--- config.mk ---
export PLATFORM = sky130hd
export DESIGN_NAME = btn_debounce
export DESIGN_NICKNAME = d
export VERILOG_FILES = /design/src/rtl/btn_debounce_pkg.sv /design/src/rtl/btn_debounce_ch.sv /design/src/rtl/btn_debounce.sv
export SDC_FILE = /design/constraint.sdc
export NUM_CORES = 1
export LEC_CHECK = 0
export CAP_MARGIN = 20
export CORE_ASPECT_RATIO = 0.6
export CORE_UTILIZATION = 60
export CTS_CLUSTER_SIZE = 20
export DETAILED_ROUTE_END_ITERATION = 8
export PLACE_DENSITY = 0.78
export SETUP_SLACK_MARGIN = 0.1
export SLEW_MARGIN = 25
export SYNTH_ARGS = -nofsm -noshare
export SYNTH_HDL_FRONTEND = slang
export SYNTH_SLANG_ARGS = --single-unit
--- constraint.sdc ---
create_clock -name clk_100MHz -period 2.6 [get_ports clk_100MHz]
set_clock_uncertainty 0.15 [all_clocks]
set_input_delay 0.52 -clock clk_100MHz [delete_from_list [all_inputs] [get_ports clk_100MHz]]
set_output_delay 0.52 -clock clk_100MHz [all_outputs]
set_load 0.02 [all_outputs]
--- src/rtl/btn_debounce_pkg.sv ---
// btn_debounce shared types and helpers.
// State encoding and counter sizing for all channels.
package btn_debounce_pkg;

  typedef enum logic [1:0] {
    IDLE,
    PRESS_CHK,
    HELD,
    RELEASE_CHK
  } btn_state_e;

  // Width that holds every terminal count (largest value - 1).
  function automatic int cnt_width(
    input int a,
    input int b,
    input int c
  );
    int m;
    m = a;
    if (b > m) m = b;
    if (c > m) m = c;
    return (m < 2) ? 1 : $clog2(m);
  endfunction

endpackage

--- src/rtl/btn_debounce_ch.sv ---
// One button channel: 2-flop sync, qualification FSM, strobes.
// Auto-repeat while held when BTN_DEBOUNCE_AUTOREPEAT_EN is defined.
module btn_debounce_ch
  import btn_debounce_pkg::*;
#(
  parameter int DEBOUNCE_CYC = 1000000,
  parameter int REPEAT_DLY   = 50000000,
  parameter int REPEAT_PER   = 10000000
) (
  input  logic clk,
  input  logic rst_n,
  input  logic btn_raw,
  output logic btn_level,
  output logic btn_press,
  output logic btn_release
);

  localparam int CW =
    cnt_width(DEBOUNCE_CYC, REPEAT_DLY, REPEAT_PER);
  localparam logic [CW-1:0] DEB_LAST = CW'(DEBOUNCE_CYC - 1);

  logic       s1_q, s1_d;
  logic       s_q, s_d;
  btn_state_e state_q, state_d;
  logic [CW-1:0] cnt_q, cnt_d;
  logic       level_q, level_d;
  logic       press_q, press_d;
  logic       rel_q, rel_d;

`ifdef BTN_DEBOUNCE_AUTOREPEAT_EN
  localparam logic [CW-1:0] DLY_LAST = CW'(REPEAT_DLY - 1);
  localparam logic [CW-1:0] PER_LAST = CW'(REPEAT_PER - 1);

  logic [CW-1:0] rcnt_q, rcnt_d;
  logic          rep_q, rep_d;
  logic [CW-1:0] rlast;

  assign rlast = rep_q ? PER_LAST : DLY_LAST;
`endif

  // Next state, qualification counter and strobes.
  always_comb begin
    s1_d    = btn_raw;
    s_d     = s1_q;
    state_d = state_q;
    cnt_d   = '0;
    level_d = level_q;
    press_d = 1'b0;
    rel_d   = 1'b0;
`ifdef BTN_DEBOUNCE_AUTOREPEAT_EN
    rcnt_d  = rcnt_q;
    rep_d   = rep_q;
`endif
    unique case (state_q)
      IDLE: begin
        if (s_q) state_d = PRESS_CHK;
      end
      PRESS_CHK: begin
        if (!s_q) begin
          state_d = IDLE;
        end else if (cnt_q == DEB_LAST) begin
          state_d = HELD;
          level_d = 1'b1;
          press_d = 1'b1;
`ifdef BTN_DEBOUNCE_AUTOREPEAT_EN
          rcnt_d  = '0;
          rep_d   = 1'b0;
`endif
        end else begin
          cnt_d = cnt_q + CW'(1);
        end
      end
      HELD: begin
        if (!s_q) state_d = RELEASE_CHK;
`ifdef BTN_DEBOUNCE_AUTOREPEAT_EN
        if (rcnt_q == rlast) begin
          press_d = 1'b1;
          rcnt_d  = '0;
          rep_d   = 1'b1;
        end else begin
          rcnt_d = rcnt_q + CW'(1);
        end
`endif
      end
      RELEASE_CHK: begin
        if (s_q) begin
          state_d = HELD;
        end else if (cnt_q == DEB_LAST) begin
          state_d = IDLE;
          level_d = 1'b0;
          rel_d   = 1'b1;
`ifdef BTN_DEBOUNCE_AUTOREPEAT_EN
          rcnt_d  = '0;
          rep_d   = 1'b0;
`endif
        end else begin
          cnt_d = cnt_q + CW'(1);
        end
      end
      default: state_d = IDLE;
    endcase
  end

  // Channel state register.
  always_ff @(posedge clk or negedge rst_n) begin
    if (!rst_n) begin
      s1_q    <= 1'b0;
      s_q     <= 1'b0;
      state_q <= IDLE;
      cnt_q   <= '0;
      level_q <= 1'b0;
      press_q <= 1'b0;
      rel_q   <= 1'b0;
    end else begin
      s1_q    <= s1_d;
      s_q     <= s_d;
      state_q <= state_d;
      cnt_q   <= cnt_d;
      level_q <= level_d;
      press_q <= press_d;
      rel_q   <= rel_d;
    end
  end

`ifdef BTN_DEBOUNCE_AUTOREPEAT_EN
  // Repeat counter register.
  always_ff @(posedge clk or negedge rst_n) begin
    if (!rst_n) begin
      rcnt_q <= '0;
      rep_q  <= 1'b0;
    end else begin
      rcnt_q <= rcnt_d;
      rep_q  <= rep_d;
    end
  end
`endif

  assign btn_level   = level_q;
  assign btn_press   = press_q;
  assign btn_release = rel_q;

endmodule

--- src/rtl/btn_debounce.sv ---
// Multi-channel button debouncer with press/release strobes.
// Optional auto-repeat: define BTN_DEBOUNCE_AUTOREPEAT_EN.
module btn_debounce
  import btn_debounce_pkg::*;
#(
  parameter int N_BTN        = 3,
  parameter int DEBOUNCE_CYC = 1000000,
  parameter int REPEAT_DLY   = 50000000,
  parameter int REPEAT_PER   = 10000000
) (
  input  logic             clk_100MHz,
  input  logic             reset_n,
  input  logic [N_BTN-1:0] btn_raw,
  output logic [N_BTN-1:0] btn_level,
  output logic [N_BTN-1:0] btn_press,
  output logic [N_BTN-1:0] btn_release
);

  for (genvar i = 0; i < N_BTN; i++) begin : g_ch
    btn_debounce_ch #(
      .DEBOUNCE_CYC(DEBOUNCE_CYC),
      .REPEAT_DLY  (REPEAT_DLY),
      .REPEAT_PER  (REPEAT_PER)
    ) u_ch (
      .clk        (clk_100MHz),
      .rst_n      (reset_n),
      .btn_raw    (btn_raw[i]),
      .btn_level  (btn_level[i]),
      .btn_press  (btn_press[i]),
      .btn_release(btn_release[i])
    );
  end

endmodule

==> summary.txt <==
Min path
  – Hold Path Depth: 0
  – Critical hold path startpoint: g_ch[2].u_ch.s1_q
  – Class of the worst hold path: register to register
  – Hold EP: g_ch[2].u_ch.s_q

STA
  – TNS Setup: 0 ps
  – Setup violations, final: 0
  – Final min period: 2370 ps
  – Final Max Tran Viols: 0
  – Relative slew slack: 0.628
  – Hold Slack: 198 ps
  – Fin worst setup slack: 226 ps
  – RSZ-0062 raised after global routing: no
  – Fmax: 421 MHz
  – Tightest Pin Transition: 558 ps
  – Final period util: 0.913
  – Hold Vio Cnt, Final: 0

Logic synthesis
  – Main combinational cell family by area after synthesis: simple AND/OR/NAND/NOR gates
  – Synth Area in Adders: 0.00775
  – Multiplexer area fraction after synthesis: 0.00697
  – Post-synth EDFFs: 0
  – Sequential area share after synthesis: 0.511
  – Syn avg cell area: 9.93 µm²
  – Ys Warns: 0
  – Post-synth design cell area: 0.00485 mm²
  – Synth Area in XOR/XNOR: 0.0759
  – Ys async rst share: 1.00
  – Most used DFF post-synth: dfrtp_1
  – Syn_nets: 496
  – Mapped Cells: 488
  – Flops & latches, synth: 99
  – Largest area contributor in the netlist: dfrtp_1
  – Top cells by area, synth: dfrtp_1 (51%), xnor2_1 (4.7%), nor2_1 (4.0%), a21oi_1 (3.4%), o21ai_0 (3.0%)
  – Post-synthesis simple-gate area fraction: 0.257
  – Synth Area in Compound Gates: 0.0948
  – Top cell type's share of synthesized area: 0.511
  – Count of cell types in the netlist: 33
  – Post-synth top cells: dfrtp_1 (99), nor2_1 (51), a21oi_1 (33), nand2_1 (33), o21ai_0 (29)
  – Most frequent cell after synthesis: dfrtp_1

CTS
  – Worst-path clk slew: 60 ps
  – Worst-Skew Late Latency: 340 ps
  – CTS tree: done
  – Max clock buf depth: 2
  – Number of CTS-inserted buffers: 9
  – H-tree depth: 3
  – Clk sink count: 99
  – Clock Tree Root: clkbuf_16

Place
  – IO buf count: 13
  – Placed Cells: 588
  – Pre-CTS setup slack: 196 ps
  – Post-DP HPWL: 6.62 mm
  – Final GP Congestion: 0.829

Power
  – Leakage: 2.04 nW
  – Pwr dens: 560 mW/mm²
  – Worst VDD drop: 0.386 mV

Routing
  – Drc violations: 0
  – First-pass iteration count of the detailed router: 5
  – Vias per cell: 6.10
  – WL final: 9.88 mm
  – Wire per inst: 16.3 µm
  – Antenna Nets Post-Route: 0
  – Iter 0 DRT Violations: 245
  – Vias: 3,691

Critical path
  – Worst r2r dst: g_ch[2].u_ch.cnt_q[14]
  – Worst Path Required: 2670 ps
  – Setup crit start kind: register
  – Critical path class: register to register
  – Crit path largest cell delay: 610 ps
  – CP cell instances: nor4_1 -> nand4_1 -> o311ai_2 -> buf_12 -> nor2_1
  – CP max-delay cell: o311ai_2
  – R2r worst-path depth: 5
  – R2R setup slack: 230 ps
  – Reg-to-Reg Start: g_ch[2].u_ch.cnt_q[6]
  – Crit path DAT: 2450 ps
  – Crit-path max FO: 22
  – CP Capture Type: register

Job
  – Max-cap viol count: 0

Floorplan
  – Starting density of the core: 0.643
  – Die height: 71.6 µm
  – Die X: 118 µm
  – I/O Pins: 14
  – Rows: 24
  – Core ar.: 0.00754 mm²
  – Die area: 0.00845 mm²

Final layout
  – Area Growth Syn to Fin: 10.3%
  – N_diodes: 0
  – Ratio of cells with drive above 1 in the final layout: 0.0818
  – Final Non-Filler Cells: 605
  – Layout Nets: 504

Global route
  – First-pass GRT wire length: 16.5 mm
  – Total track usage: 0.253
  – Initial antenna violation count: 0
  – Vias in the first global route: 3,518
  – Largest net degree at the start of global routing: 52
  – Grt total ovfl: 0

Outcome
  – Status: complete, no violations
-- sequential cells by signal (all words and copies together) (netlist names), named ones only --
signal                 count
g_ch.u_ch.btn_level        3
g_ch.u_ch.btn_press        3
g_ch.u_ch.btn_release      3
g_ch.u_ch.cnt_q           78
g_ch.u_ch.s1_q             3
g_ch.u_ch.s_q              3
g_ch.u_ch.state_q          3
-- power breakdown --
group / leakage [nW] / switching (mW) / internal, mW
logic: 0.531 / 0.0593 / 0.0235
clock network: 0.150 / 0.524 / 0.826
registers: 1.36 / 0.0102 / 1.55
-- kinds of logic (layout without fill, tap and decap cells) --
kind of cell / count (synthesis) / count (layout)
AOI/OAI and AO/OA: 78 / 78
DFF: 99 / 99
xor gates and xnor gates: 42 / 42
adders and majority gates: 3 / 3
muxes: 3 / 3
and+or+nand+nor: 223 / 223
buffers and inverters: 40 / 53
-- layout by cell type, fill, tap and decap left out --
cell type        count
o311ai_2             3
nand4_2              1
buf_4                7
or4_4                6
or3_2                4
nand4_4              2
clkdlybuf4s50_1     12
nand4_1             19
o31ai_1              8
nor3_1              13
o211ai_1             3
or3_1               23
nor4b_1              6
clkbuf_8             3
and3_1               2
inv_1               15
bufinv_16            1
buf_12               2
o21ai_0             29
o41ai_1              2
or4_1                9
and2_1               5
dlygate4sd3_1        1
a21oi_1             33
nor4_1              13
and4_1               8
clkbuf_16            9
nand3_1             28
clkbuf_1             3
xnor2_1             26
nand2_1             33
mux2_2               3
ha_1                 3
xor2_1              16
dfrtp_1             99
nor2_1              51
-- repair_timing --
item | CTS | global route
endpoints found under the hold margin | 28 | 0
hold buffers | 1 | 0
endpoints found under the setup margin | 0 | 1
setup buffers | 0 | 0
gates resized for setup | 0 | 1
-- metrics by stage --
stage | util | instance area, µm² | power, mW
after detailed placement | 0.666 | 5020 | 1.67
final | 0.709 | 5340 | 2.99
after CTS | 0.708 | 5340 | 3.01
after floorplan | - | 4850 | 1.62
after global routing | 0.709 | 5340 | 3.08
after global placement | 0.666 | 5020 | 1.67
-- routing by layer --
| metal | vias up | global-route usage | wire, µm |
|---|---|---|---|
| met2 | 108 | 0.390 | 4420 |
| met3 | 22 | 0.0637 | 543 |
| met5 | - | 0 | 0 |
| li1 | 1766 | - | - |
| met1 | 1795 | 0.351 | 4740 |
| met4 | 0 | 0.0983 | 174 |
-- worst max-delay path by stage --
stage | from | endpoint | slack (ps)
3_3_place_gp | g_ch[1].u_ch.cnt_q[0] | g_ch[1].u_ch.cnt_q[24] | 230
5_1_grt | g_ch[2].u_ch.cnt_q[6] | g_ch[2].u_ch.cnt_q[14] | 150
6_report | g_ch[2].u_ch.cnt_q[6] | g_ch[2].u_ch.cnt_q[14] | 230
3_5_place_dp | g_ch[1].u_ch.cnt_q[0] | g_ch[1].u_ch.cnt_q[24] | 200
2_1_floorplan | g_ch[0].u_ch.cnt_q[0] | g_ch[0].u_ch.cnt_q[16] | 490
4_1_cts | g_ch[1].u_ch.cnt_q[0] | g_ch[1].u_ch.cnt_q[24] | 180
-- critical path, delay by kind of cell, from the launching register on --
| family | cells | cell delay (ps) |
|---|---|---|
| buffers and inverters | 1 | 240 |
| AO/OA/AOI/OAI | 1 | 610 |
| flip-flops | 1 | 460 |
| AND/OR/NAND/NOR | 3 | 790 |
-- final cells by class --
class | instances | area, µm²
Clock inverter | 1 | 30.0
Clock buffer | 15 | 278
Multi-Input combinational cell | 349 | 2150
Timing Repair Buffer | 22 | 223
Sequential cell | 99 | 2480
Inverter | 15 | 56.3
Tap cell | 104 | 130
Fill cell | 542 | 2190
Power figures use the tool's default switching activity.
